$ cat config.mk
export PLATFORM = sky130hd
export DESIGN_NAME = price_window_fifo
export DESIGN_NICKNAME = d
export VERILOG_FILES = /design/src/rtl/price_fifo_pkg.sv /design/src/rtl/fifo_mod_ptr.sv /design/src/rtl/price_window_fifo.sv
export SDC_FILE = /design/constraint.sdc
export NUM_CORES = 1
export LEC_CHECK = 0
export BUFFER_PORTS_ARGS = -buffer_cell sky130_fd_sc_hd__buf_2
export CORE_MARGIN = 8
export CORE_UTILIZATION = 60
export DETAILED_ROUTE_END_ITERATION = 6
export GPL_ROUTABILITY_DRIVEN = 0
export HOLD_SLACK_MARGIN = 0.08
export PLACE_DENSITY = 0.78
export SYNTH_ARGS = -nofsm -noshare
export SYNTH_HDL_FRONTEND = slang
export SYNTH_SLANG_ARGS = --single-unit
$ cat constraint.sdc
create_clock -name i_clk -period 3.65 [get_ports i_clk]
set_clock_uncertainty 0.15 [all_clocks]
set_input_delay 1.095 -clock i_clk [delete_from_list [all_inputs] [get_ports i_clk]]
set_output_delay 1.095 -clock i_clk [all_outputs]
set_load 0.005 [all_outputs]
$ cat src/rtl/price_fifo_pkg.sv
// Shared constants and width helpers for the price window FIFO.
package price_fifo_pkg;

  localparam int PRICE_W = 16;
  localparam int RSI_N   = 20;

  function automatic int ptr_width(input int depth);
    int w;
    w = $clog2(depth);
    return (w < 1) ? 1 : w;
  endfunction

  function automatic int cnt_width(input int depth);
    return $clog2(depth + 1);
  endfunction

endpackage

$ cat src/rtl/fifo_mod_ptr.sv
// Modulo-DEPTH pointer: advances on i_inc and wraps DEPTH-1 -> 0 explicitly.
module fifo_mod_ptr
  import price_fifo_pkg::*;
#(
  parameter int DEPTH = RSI_N
) (
  input  logic                        i_clk,
  input  logic                        i_rst,
  input  logic                        i_inc,
  output logic [ptr_width(DEPTH)-1:0] o_ptr
);

  localparam int PW = ptr_width(DEPTH);
  localparam logic [PW-1:0] LAST = PW'(DEPTH - 1);

  logic [PW-1:0] r_ptr;

  always_ff @(posedge i_clk) begin
    if (i_rst) begin
      r_ptr <= '0;
    end else if (i_inc) begin
      r_ptr <= (r_ptr == LAST) ? '0 : r_ptr + 1'b1;
    end
  end

  assign o_ptr = r_ptr;

endmodule

$ cat src/rtl/price_window_fifo.sv
// Price sample FIFO feeding the RSI window engine; full means "window primed".
// Define PRICE_FIFO_FWFT_EN for first-word-fall-through reads (default: registered read).
module price_window_fifo
  import price_fifo_pkg::*;
#(
  parameter int DEPTH    = RSI_N,
  parameter int WIDTH    = PRICE_W,
  parameter int AF_LEVEL = DEPTH - 2,
  parameter int AE_LEVEL = 2
) (
  input  logic                        i_clk,
  input  logic                        i_rst,
  input  logic                        i_wr_en,
  input  logic [WIDTH-1:0]            i_din,
  input  logic                        i_rd_en,
  input  logic                        i_clr_err,
  output logic [WIDTH-1:0]            o_dout,
  output logic                        o_dout_valid,
  output logic                        o_full,
  output logic                        o_empty,
  output logic                        o_almost_full,
  output logic                        o_almost_empty,
  output logic [cnt_width(DEPTH)-1:0] o_level,
  output logic                        o_overflow,
  output logic                        o_underflow
);

  localparam int PW = ptr_width(DEPTH);
  localparam int CW = cnt_width(DEPTH);
  localparam logic [CW-1:0] FULL_L = CW'(DEPTH);
  localparam logic [CW-1:0] AF_L   = CW'(AF_LEVEL);
  localparam logic [CW-1:0] AE_L   = CW'(AE_LEVEL);

  logic [WIDTH-1:0] r_mem [DEPTH];
  logic [CW-1:0]    r_level;
  logic             r_overflow;
  logic             r_underflow;
  logic [PW-1:0]    w_wr_ptr;
  logic [PW-1:0]    w_rd_ptr;
  logic             w_full;
  logic             w_empty;
  logic             w_rd_ok;
  logic             w_wr_ok;

  assign w_full  = (r_level == FULL_L);
  assign w_empty = (r_level == '0);

  // A read from a full FIFO frees the slot the concurrent write lands in.
  assign w_rd_ok = i_rd_en && !w_empty;
  assign w_wr_ok = i_wr_en && (!w_full || w_rd_ok);

  fifo_mod_ptr #(.DEPTH(DEPTH)) u_wr_ptr (
    .i_clk (i_clk),
    .i_rst (i_rst),
    .i_inc (w_wr_ok),
    .o_ptr (w_wr_ptr)
  );

  fifo_mod_ptr #(.DEPTH(DEPTH)) u_rd_ptr (
    .i_clk (i_clk),
    .i_rst (i_rst),
    .i_inc (w_rd_ok),
    .o_ptr (w_rd_ptr)
  );

  always_ff @(posedge i_clk) begin
    if (w_wr_ok && !i_rst) begin
      r_mem[w_wr_ptr] <= i_din;
    end
  end

  always_ff @(posedge i_clk) begin
    if (i_rst) begin
      r_level <= '0;
    end else if (w_wr_ok && !w_rd_ok) begin
      r_level <= r_level + 1'b1;
    end else if (w_rd_ok && !w_wr_ok) begin
      r_level <= r_level - 1'b1;
    end
  end

  // Set has priority over clear so an error in the clearing cycle is not lost.
  always_ff @(posedge i_clk) begin
    if (i_rst) begin
      r_overflow  <= 1'b0;
      r_underflow <= 1'b0;
    end else begin
      if (i_wr_en && !w_wr_ok) begin
        r_overflow <= 1'b1;
      end else if (i_clr_err) begin
        r_overflow <= 1'b0;
      end
      if (i_rd_en && !w_rd_ok) begin
        r_underflow <= 1'b1;
      end else if (i_clr_err) begin
        r_underflow <= 1'b0;
      end
    end
  end

`ifdef PRICE_FIFO_FWFT_EN
  assign o_dout       = r_mem[w_rd_ptr];
  assign o_dout_valid = !w_empty;
`else
  logic [WIDTH-1:0] r_dout;
  logic             r_dout_valid;

  always_ff @(posedge i_clk) begin
    if (i_rst) begin
      r_dout       <= '0;
      r_dout_valid <= 1'b0;
    end else begin
      r_dout_valid <= w_rd_ok;
      if (w_rd_ok) begin
        r_dout <= r_mem[w_rd_ptr];
      end
    end
  end

  assign o_dout       = r_dout;
  assign o_dout_valid = r_dout_valid;
`endif

  assign o_full         = w_full;
  assign o_empty        = w_empty;
  assign o_almost_full  = (r_level >= AF_L);
  assign o_almost_empty = (r_level <= AE_L);
  assign o_level        = r_level;
  assign o_overflow     = r_overflow;
  assign o_underflow    = r_underflow;

endmodule

# Yosys cells after proc, flatten, opt, wreduce, memory -nomap -nowiden
# Memories as Yosys holds them, arrays and structs flattened. A register that Yosys moved wholly into a read port is not among the register bits.
# Cells that the tools add are included.
# totals
regBits	18
ramBits	320
in_bits	21
output_inout_bits	28
wordCells	42
memories	1
# classes
addsub	4
n_lt_le_gt_ge	2
eq_ne	3
muxes	9
n_reduce_logical	17
# mem_list
memory	words	word_bits	read_ports	rd_ports_with_merged_regs	wr	line	rtl
r_mem	20	16	1	1	1	price_window_fifo.sv:34	logic [WIDTH-1:0] r_mem [DEPTH];
# ops
op	count
5-bit 2-to-1 mux	4
5-bit by 1-bit adder with 5-bit output, second input constant	3
5-bit == test, second input constant	3
1-bit logical AND	7
2-bit nonzero test	3
5-bit greater-or-equal comparator, second input constant	1
5-bit by 2-bit less-or-equal comparator with 1-bit output, second input constant	1
1-bit logical NOT	5
5-bit logical NOT	1
1-bit 2-to-1 mux	5
5-bit by 1-bit subtractor with 5-bit output, second input constant	1
1-bit logical OR	1

# Logic depth before layout (Yosys ltp)
# Gate-level depths: netlist (run 1).
# logic_depth
depth_word	9
mapped_depth	14
ltp_nobuf	11

# Hierarchy
# A second synthesis (run 1) with hierarchy kept.
# hier_totals
cells_unflattened	789
area_unflattened_um2	14066.0
# modules_own_cells
mod	n_inst	cells_each	area_per_inst_um2	seq_area_each_um2
price_window_fifo	1	741	13608.1	10089.7
fifo_mod_ptr	2	24	229.0	100.1

# Worst setup path after synthesis (run 1)
# Ideal clock, no wire load.
# synth_path
path_kind	input to register
from	in i_rd_en
to	reg r_level[4], in the netlist o_level[4]
setup_ns	0.070
arrival_time_ns	3.122
required_time_ns	3.430
slack_ns	0.308
stages	10
n_path_buf	0
path_cell_list	o31ai_1 > inv_1 > ha_1 > inv_1 > ha_1 > a21o_1 > a21oi_1 > xnor2_1 > or3_1 > a21oi_1
# synth_via
elab_chain_len	6
word_cells_on_any_way	9
classes_between	mux: 1; reduce/logical: 8
# synth_lines
element	line	rtl
start, declared	price_window_fifo.sv:15	input logic i_rd_en,
1-bit logical AND (*)	price_window_fifo.sv:49	assign w_rd_ok = i_rd_en && !w_empty;
1-bit logical OR	price_window_fifo.sv:50	assign w_wr_ok = i_wr_en && (!w_full || w_rd_ok);
1-bit logical AND	price_window_fifo.sv:50	
1-bit logical NOT	price_window_fifo.sv:77	end else if (w_rd_ok && !w_wr_ok) begin
1-bit logical AND	price_window_fifo.sv:77	
2-bit nonzero test (no source line)	--	
end signal, assigned	price_window_fifo.sv:76	r_level <= r_level + 1'b1;
end signal, assigned	price_window_fifo.sv:78	r_level <= r_level - 1'b1;
end, declared	price_window_fifo.sv:35	logic [CW-1:0] r_level;
# Every way passes the cells marked *; elsewhere a longest branch is shown, timed or not.
# A chain may end at the register's enable or synchronous reset.

# Worst setup path in the final report (run 1)
# layout_path
from	reg r_level[0], in the netlist o_level[0]
to	reg r_level[4], in the netlist o_level[4]
# layout_via
elab_chain_len	8
word_cells_on_any_way	16
classes_between	add/sub: 2; eq/ne: 1; mux: 2; reduce/logical: 11
# layout_lines
element
parallel branches: the longest is 8 deep, another holds 5-bit by 1-bit subtractor with 5-bit output
# Parallel ways; which one is timed is not known. The select of a mux whose other input is x is not followed.

==> impl_metrics.json, run 1 <==
{
  "drive_gt1_share_pct": 22.7,
  "worstPathMaxFanout": 6,
  "synth-adder-area-share_pct": 0.960,
  "power_density_nw_per_um2": 621,
  "synth_top_area_share_pct": 69.6,
  "track_usage_pct": 20.4,
  "cts_setup_buffers": 0,
  "synth_simple_gate_area_share_pct": 4.46,
  "crit_required_ps": 3990,
  "slew_headroom_pct": 24.9,
  "core_um2": 22600,
  "cp.arrival_ps": 3500,
  "tightest_slew_ps": 1120,
  "fin_setup_tns_ps": 0,
  "p_sw_mw": 2.45,
  "synth.largest_area_cell": "edfxtp_1",
  "critPathKind": "reg -> reg",
  "cts_root_buf": "clkbuf_16",
  "fin_ws_ps": 488,
  "yosys_warnings": 0,
  "layout_common_cells": "320 x edfxtp_1, 70 x nor2_1, 54 x mux2i_1",
  "dpl.cell_count": 1091,
  "endpoint_kind": "flop",
  "intPower_mw": 7.16,
  "fp.dieW_um": 168,
  "period_minus_slack_ps": 3160,
  "die_area_um2": 28100,
  "dp_hpwl_um": 18000,
  "clockPowerShare_pct": 32.4,
  "synth_cell_types": 58,
  "syn_avg_cell_area_um2": 18.2,
  "cts_buffer_depth": 3,
  "start_kind": "flop",
  "initial_core_util_pct": 61.0,
  "cpMaxStageDelayCell": "or3_4",
  "dp_slack_ps": 109,
  "ioPinCount": 49,
  "syn2layout_area_growth_pct": 12.0,
  "drtIter0Drc": 865,
  "n_antenna_cell": 0,
  "fp-row-count": 55,
  "ant_nets": 0,
  "synth.net_count": 789,
  "insertion_delay_ps": 560,
  "max_stage_delay_ps": 440,
  "crit_chain": "or3_4 -> o31ai_1 -> inv_1 -> ha_1 -> inv_1 -> ha_1 -> a21o_1 -> a21oi_1 -> xnor2_1 -> or3_1 -> a21oi_1",
  "maxCapViolCount": 0,
  "timing_hold_violations_final": 0,
  "cts_buffers": 31,
  "wl_um": 28800,
  "pwr-share-comb_pct": 18.1,
  "antenna_found_initial": 0,
  "min_period_over_period_pct": 86.6,
  "fmax_mhz": 316,
  "die_h_um": 168,
  "drtPass1Iterations": 5,
  "synth_compound_area_share_pct": 4.99,
  "slew_viol_final": 0,
  "routedWlPerCell_um": 25.2,
  "synth-edff-count": 320,
  "synth_seq_area_share_pct": 74.5,
  "postCtsResizedCells": 0,
  "routed_via_density": 6.43,
  "io_buffers": 48,
  "finalSetupViolCount": 0,
  "final_util_pct": 68.3,
  "final_common_cell": "edfxtp_1",
  "swShare_pct": 25.5,
  "hp-class": "reg -> reg",
  "rsz0062_at_grt": "no",
  "grt_pass1_vias": 7651,
  "htreeDepth": 1,
  "nNetsFinal": 870,
  "synth_xor_area_share_pct": 0.507,
  "peakVddDrop_mv": 0.314,
  "drc": 0,
  "async_reset_ff_share_pct": 0,
  "power.leakage_nw": 5.02,
  "clk_pin_slew_ps": 70,
  "hold_buffers": 0,
  "cts_tree": "done",
  "syn_inst": 758,
  "cts.sinks": 354,
  "grt_pass1_wl_um": 43900,
  "ys_ff_latch": 354,
  "status": "completed",
  "synth_area_um2": 13800,
  "seq_power_share_pct": 49.6,
  "ys.flop_type": "edfxtp_1",
  "synth_top_family_by_area": "multiplexers",
  "grt_overflow": 0,
  "vias": 7363,
  "ys_top_cells_by_area": "edfxtp_1 70%, mux4_2 8.6%, dfxtp_1 4.9%",
  "final_cells": 1145,
  "grt_max_degree": 75,
  "muxShareOfSynthArea_pct": 12.7
}
==> flip-flops by register name (all words and copies together), names as in the netlist <==
name	count
o_dout	16
o_dout_valid	1
o_level	5
o_overflow	1
o_underflow	1
r_mem	320
u_rd_ptr.o_ptr	5
u_wr_ptr.o_ptr	5
==> routing by layer <==
layer  GRT usage, %  vias up  part of all wire (%)
li1               -     3197                     -
met1           26.7     3747                    40
met2           34.0      355                    49
met3           4.07       64                   8.8
met4           6.33        0                   2.5
met5              0        -                     0
==> cell type report <==
type / count / area (um^2)
Clock inverter: 17 / 156
Inverter: 6 / 27.5
Fill cell: 1381 / 7170
Multi-Input combinational cell: 358 / 3270
Clock buffer: 37 / 798
Tap cell: 285 / 357
Timing Repair Buffer: 88 / 566
Sequential cell: 354 / 10300
==> power by group through the flow <==
| stage | clock, mW | sequential, mW | combinational [mW] |
|---|---|---|---|
| after floorplan | 0 | 4.70 | 1.38 |
| after global placement | 0 | 4.84 | 1.68 |
| after detailed placement | 0 | 4.85 | 1.73 |
| after CTS | 3.14 | 4.77 | 1.75 |
| after global routing | 3.30 | 4.79 | 1.87 |
| final | 3.11 | 4.76 | 1.74 |
==> stage by stage <==
stage               area, um^2  hold slack, ps  power (mW)
CTS                      15500             385        9.66
global route             15500             413        9.96
floorplan                13800             327        6.09
finish                   15500             384        9.61
global placement         14500             345        6.52
detailed placement       14500             374        6.59
==> worst max-delay path, delay by kind of cell, from the launching register on <==
kind,cells,cell delay [ps]
DFF,1,380
and+or+nand+nor,2,750
AOI/OAI and AO/OA,4,830
xor gates and xnor gates,1,100
buffers and inverters,2,350
adders and majority gates,2,550
==> cells by family (layout without fill, tap and decap cells) <==
logic type	count (synthesis)	in the layout
DFF	354	354
and+or+nand+nor	131	131
muxes	109	109
AOI/OAI and AO/OA	100	100
buffers and inverters	46	148
adders and majority gates	10	10
xor gates and xnor gates	8	8
==> final timing paths <==
kind | startpoint | end | slack, ps | cells after the start
hold reg to reg | u_wr_ptr.o_ptr[1]$_SDFFE_PP0N_ | u_wr_ptr.o_ptr[1]$_SDFFE_PP0N_ | 380 | 2
hold / removal | u_wr_ptr.o_ptr[1]$_SDFFE_PP0N_ | u_wr_ptr.o_ptr[1]$_SDFFE_PP0N_ | 380 | 2
setup reg to reg | o_level[0]$_SDFFE_PP0P_ | o_level[4]$_SDFFE_PP0P_ | 490 | 11
setup / recovery | o_level[0]$_SDFFE_PP0P_ | o_level[4]$_SDFFE_PP0P_ | 490 | 11
==> synthesized netlist by cell type (all sizes together), types with 6 or more instances <==
| cell type | number |
|---|---|
| clkbuf | 14 |
| mux4 | 53 |
| a21oi | 24 |
| buf | 25 |
| nand2 | 19 |
| a22oi | 11 |
| nor4 | 6 |
| nor2 | 70 |
| o22ai | 17 |
| nor2b | 9 |
| edfxtp | 320 |
| dfxtp | 34 |
| mux2i | 54 |
| a211o | 10 |
| ha | 9 |
| a31oi | 12 |
| a221oi | 8 |
No activity file was read; power rests on OpenSTA's default activity.
==> run 2, diff against run 1 <==
--- a/config.mk
+++ b/config.mk
@@ -6,12 +6,14 @@
 export NUM_CORES = 1
 export LEC_CHECK = 0
 export BUFFER_PORTS_ARGS = -buffer_cell sky130_fd_sc_hd__buf_2
+export CELL_PAD_IN_SITES_DETAIL_PLACEMENT = 0
+export CELL_PAD_IN_SITES_GLOBAL_PLACEMENT = 2
 export CORE_MARGIN = 8
-export CORE_UTILIZATION = 60
+export CORE_UTILIZATION = 43
 export DETAILED_ROUTE_END_ITERATION = 6
 export GPL_ROUTABILITY_DRIVEN = 0
 export HOLD_SLACK_MARGIN = 0.08
-export PLACE_DENSITY = 0.78
+export PLACE_DENSITY_LB_ADDON = 0.1
 export SYNTH_ARGS = -nofsm -noshare
 export SYNTH_HDL_FRONTEND = slang
 export SYNTH_SLANG_ARGS = --single-unit
==> constraint.sdc (replaced) <==
create_clock -name i_clk -period 2.7 [get_ports i_clk]
set_clock_uncertainty 0.15 [all_clocks]
set_input_delay 0.27 -clock i_clk [delete_from_list [all_inputs] [get_ports i_clk]]
set_output_delay 0.27 -clock i_clk [all_outputs]
set_load 0.005 [all_outputs]
==> impl_metrics.json, run 2 (same netlist as run 1, synthesis figures left out) <==
{
  "status": "finished, violations left",
  "violations": "setup timing",
  "grtUsageMet2_pct": 29.2,
  "start_kind": "flop",
  "final_common_cell": "edfxtp_1",
  "busiest_layer": "met2",
  "drc": 0,
  "cts_root_buf": "clkbuf_16",
  "worstPathMaxFanout": 4,
  "seq_area_um2": 10300,
  "fin_ws_ps": -23.5,
  "placed_cell_area_um2": 14800,
  "grt_pass1_wl_um": 48500,
  "routedWlPerCell_um": 24.3,
  "hp-class": "in -> reg",
  "timing_hold_violations_final": 0,
  "dp_hpwl_um": 20500,
  "io_buffers": 48,
  "final_util_pct": 51.9,
  "crit_chain": "or3_4 -> o31a_1 -> clkinv_4 -> ha_4 -> inv_4 -> fa_2 -> a21o_1 -> a21oi_2 -> xnor2_1 -> or3_1 -> a21oi_1",
  "initial_core_util_pct": 43.7,
  "cts_buffers": 39,
  "cp_top_family": "compound AO/OA/AOI/OAI gates",
  "htreeDepth": 2,
  "maxCapViolCount": 0,
  "core_um2": 31600,
  "fmax_mhz": 367,
  "ant_nets": 0,
  "cts_tree": "done",
  "drtIter0Drc": 481,
  "multi_input_area_um2": 3360,
  "n_antenna_cell": 0,
  "max_stage_delay_ps": 410,
  "insertion_delay_ps": 510,
  "vias": 7265,
  "grtUsageMet3_pct": 2.63,
  "ioPinCount": 49,
  "power_density_nw_per_um2": 880,
  "fp-row-count": 65,
  "track_usage_pct": 16.8,
  "wl_um": 32000,
  "critPathKind": "reg -> reg",
  "peakVddDrop_mv": 0.497,
  "cts.sinks": 354,
  "regMostFlops": "r_mem",
  "cts_buffer_depth": 3,
  "endpoint_kind": "flop",
  "layout_common_cells": "320 x edfxtp_1, 56 x buf_4, 55 x nor2_1",
  "slew_headroom_pct": 27.4,
  "design_area_um2": 16400,
  "antenna_found_initial": 0,
  "fill_cells": 2560,
  "dpl.cell_count": 1225,
  "die_h_um": 195,
  "cpMaxStageDelayCell": "or3_4",
  "routed_via_density": 5.53,
  "grt_pass1_vias": 7691,
  "final_cells": 1313,
  "finalSetupViolCount": 1,
  "nNetsFinal": 915,
  "crit_required_ps": 2980,
  "cp.arrival_ps": 3010,
  "clk_pin_slew_ps": 60,
  "path_buf_inv": 2,
  "dp_slack_ps": -92.5,
  "drtPass1Iterations": 5,
  "power_mw": 14.4,
  "largest_reg_flops": 320,
  "power.leakage_nw": 5.37,
  "grt_overflow": 0,
  "period_minus_slack_ps": 2720,
  "tightest_slew_ps": 1090,
  "rsz0062_at_grt": "yes",
  "fp.dieW_um": 195,
  "slew_viol_final": 0,
  "grt_use_met1_pct": 21.7,
  "drive_gt1_share_pct": 27.7,
  "die_area_um2": 38100,
  "grt_max_degree": 36,
  "syn2layout_area_growth_pct": 18.9,
  "min_period_over_period_pct": 101
}
-- run 2: area by class of cell --
| class | count | share of cell area, % |
|---|---|---|
| flip-flops and latches | 354 | 62.7 |
| well taps | 402 | 3.06 |
| clock buffers | 48 | 6.59 |
| multi-input cells | 358 | 20.5 |
| clock inverters | 20 | 1.63 |
| repair buffers | 125 | 5.36 |
| inverters | 6 | 0.183 |
-- run 2: through the flow --
stage          hold WS [ps]  TNS [ps]
2_1_floorplan           219      -259
3_3_place_gp            357     -71.6
3_5_place_dp            362     -92.5
4_1_cts                 127     -23.0
5_1_grt                 173      -114
6_report                148     -23.5
-- run 2: report_power, final --
| part | switching, mW | internal, mW |
|---|---|---|
| logic | 1.30 | 1.29 |
| clock network | 2.01 | 3.50 |
| registers | 0.203 | 6.15 |
| total | 3.51 | 10.9 |
-- run 2: timing repair --
action                     CTS  global route
cloned                       0             0
hold buffers                20             0
setup endpoints to repair    1            52
gates resized for setup      3             4
hold endpoints to repair   318             0
buffers inserted             0             0
-- run 2: path summary, 6_finish.rpt --
path	start	to	slack [ps]	depth (start not counted)
worst max register to register	o_level[0]$_SDFFE_PP0P_	o_level[4]$_SDFFE_PP0P_	-20	11
worst max-delay path	o_level[0]$_SDFFE_PP0P_	o_level[4]$_SDFFE_PP0P_	-20	11
worst min-delay path	i_rd_en	u_wr_ptr.o_ptr[1]$_SDFFE_PP0N_	150	5
worst min register to register	o_dout[5]$_SDFFE_PP0P_	o_dout[5]$_SDFFE_PP0P_	370	2
-- run 2: metal layers --
layer / vias to the layer above / wire [um]
met3: 45 / 1340
met2: 172 / 16200
met4: 0 / 699
met1: 3743 / 13700
met5: - / 0
li1: 3305 / -
-- run 2: worst min-delay path, stage by stage --
cell	delay, ps
buf_2	140
o31ai_4	80
buf_4	140
nand2_1	60
a21oi_1	60
==> run 3, diff against run 2 <==
--- a/config.mk
+++ b/config.mk
@@ -5,11 +5,12 @@
 export SDC_FILE = /design/constraint.sdc
 export NUM_CORES = 1
 export LEC_CHECK = 0
+export ABC_AREA = 1
 export BUFFER_PORTS_ARGS = -buffer_cell sky130_fd_sc_hd__buf_2
 export CELL_PAD_IN_SITES_DETAIL_PLACEMENT = 0
 export CELL_PAD_IN_SITES_GLOBAL_PLACEMENT = 2
 export CORE_MARGIN = 8
-export CORE_UTILIZATION = 43
+export CORE_UTILIZATION = 37
 export DETAILED_ROUTE_END_ITERATION = 6
 export GPL_ROUTABILITY_DRIVEN = 0
 export HOLD_SLACK_MARGIN = 0.08
==> impl_metrics.json, run 3 <==
{
  "synth_area_um2": 14900,
  "insertion_delay_ps": 550,
  "cts_root_buf": "clkbuf_16",
  "ys.flop_type": "edfxtp_1",
  "ys_ff_latch": 354,
  "regMostFlops": "r_mem",
  "clk_pin_slew_ps": 60,
  "power.leakage_nw": 6.92,
  "io_buffers": 48,
  "synth_seq_area_share_pct": 69.2,
  "design_area_um2": 17400,
  "start_kind": "flop",
  "crit_required_ps": 2990,
  "routedWlPerCell_um": 19.2,
  "synth_top_area_share_pct": 64.6,
  "cts_tree": "done",
  "drtIter0Drc": 522,
  "synth.net_count": 1436,
  "swShare_pct": 30.7,
  "period_minus_slack_ps": 2440,
  "syn2layout_area_growth_pct": 17.2,
  "status": "completed",
  "pwr-share-comb_pct": 23.0,
  "cp.arrival_ps": 2730,
  "grt_max_degree": 83,
  "initial_core_util_pct": 37.4,
  "slew_headroom_pct": 50.3,
  "syn_avg_cell_area_um2": 10.6,
  "p_sw_mw": 4.49,
  "largest_reg_flops": 320,
  "grt_pass1_vias": 9853,
  "fp.dieW_um": 216,
  "synth_commonest_cells": "395 x nand2_1, 320 x edfxtp_1, 169 x inv_1",
  "grt_overflow": 0,
  "worstPathMaxFanout": 6,
  "ant_nets": 0,
  "final_cells": 2054,
  "cts.sinks": 354,
  "grt_pass1_wl_um": 60500,
  "min_period_over_period_pct": 90.5,
  "htreeDepth": 2,
  "ys_top_cells_by_area": "edfxtp_1 65%, nand2_1 10%, dfxtp_1 4.6%",
  "whs_ps": 312,
  "die_area_um2": 46900,
  "final_util_pct": 43.9,
  "critPathKind": "reg -> reg",
  "track_usage_pct": 16.9,
  "peakVddDrop_mv": 0.589,
  "endpoint_kind": "flop",
  "dpl.cell_count": 1963,
  "antenna_found_initial": 1,
  "fill_cells": 3811,
  "tightest_slew_ps": 745,
  "maxCapViolCount": 0,
  "power_mw": 14.6,
  "nNetsFinal": 1533,
  "clockPowerShare_pct": 34.4,
  "fp-row-count": 73,
  "placed_cell_area_um2": 16000,
  "cts_buffer_depth": 3,
  "seq_power_share_pct": 42.6,
  "vias": 9710,
  "slew_viol_final": 0,
  "syn_inst": 1405,
  "timing_hold_violations_final": 0,
  "routed_via_density": 4.73,
  "drive_gt1_share_pct": 11.6,
  "drc": 0,
  "drtPass1Iterations": 5,
  "power_density_nw_per_um2": 840,
  "intPower_mw": 10.2,
  "dp_hpwl_um": 23000,
  "wl_um": 39400,
  "core_um2": 39700,
  "fmax_mhz": 409,
  "synth-edff-count": 320,
  "synth.largest_area_cell": "edfxtp_1",
  "synth_cell_types": 30,
  "final_common_cell": "nand2_1",
  "ioPinCount": 49,
  "die_h_um": 216,
  "hp-class": "reg -> reg",
  "yosys_warnings": 0,
  "layout_common_cells": "395 x nand2_1, 320 x edfxtp_1, 168 x inv_1",
  "async_reset_ff_share_pct": 0,
  "finalSetupViolCount": 0,
  "cts_buffers": 40,
  "yosysMostFrequentCell": "nand2_1"
}
[run 3: metal layers]
| metal | track usage, % | up-vias | share of wire, % |
|---|---|---|---|
| met1 | 22.2 | 4642 | 46 |
| met4 | 4.15 | 0 | 1.4 |
| met2 | 28.9 | 170 | 48 |
| met3 | 3.04 | 32 | 4.7 |
| li1 | - | 4866 | - |
| met5 | 0 | - | 0 |
[run 3: cell type report]
type,count,area (um^2),area share (%)
antenna,1,2.50,0.0144
sequential,354,10300,59.1
timing repair buffer,124,991,5.69
multi-input combinational,810,3640,20.9
clock buffer,52,1100,6.30
tap,525,657,3.77
clock inverter,16,92.6,0.531
inverter,172,648,3.72
[run 3: logic make-up after synthesis]
group	synth area share, %
and+or+nand+nor	16.8
DFF	69.2
AOI/OAI and AO/OA	6.12
xor gates and xnor gates	0.295
buffers and inverters	6.68
adders and majority gates	0.892
[run 3: metrics by stage]
| step | setup TNS (ps) | setup slack [ps] |
|---|---|---|
| floorplan | -10000 | -156 |
| global placement | 0 | 211 |
| detailed placement | 0 | 205 |
| CTS | 0 | 183 |
| global route | -14.3 | -14.3 |
| finish | 0 | 258 |
[run 3: path summary, 6_finish.rpt]
| check | startpoint | to | slack (ps) | cells past startpoint |
|---|---|---|---|---|
| hold reg to reg | o_dout[12]$_SDFFE_PP0P_ | o_dout[12]$_SDFFE_PP0P_ | 310 | 2 |
| setup reg to reg | o_level[4]$_SDFFE_PP0P_ | o_level[4]$_SDFFE_PP0P_ | 260 | 15 |
| hold / removal | o_dout[12]$_SDFFE_PP0P_ | o_dout[12]$_SDFFE_PP0P_ | 310 | 2 |
| setup / recovery | o_level[4]$_SDFFE_PP0P_ | o_level[4]$_SDFFE_PP0P_ | 260 | 15 |
[run 3: power by group through the flow]
stage | sequential [mW] | combinational [mW] | clock, mW
6_report | 6.24 | 3.36 | 5.05
5_1_grt | 6.26 | 3.84 | 5.41
4_1_cts | 6.24 | 3.49 | 5.20
3_5_place_dp | 6.35 | 3.45 | 0
3_3_place_gp | 6.35 | 3.46 | 0
2_1_floorplan | 6.35 | 2.15 | 0
[run 3: repair_timing]
| action | CTS | global route |
|---|---|---|
| hold buffers | 22 | 0 |
| buffers inserted | 0 | 0 |
| endpoints found under the setup margin | 0 | 1 |
| resized for setup | 0 | 3 |
| hold endpoints to repair | 328 | 0 |
[run 3: critical path, stage by stage (launching register included)]
cell and delay, ps:
dfxtp_1 360, inv_1 90, nor2_1 90, and3_4 190, nand2_1 50, nand2_1 70, inv_1 60, ha_1 190
inv_2 110, ha_1 280, a21oi_1 160, nand2_1 80, a21oi_1 120, o21ai_0 110, o21ai_0 170, a21oi_1 60
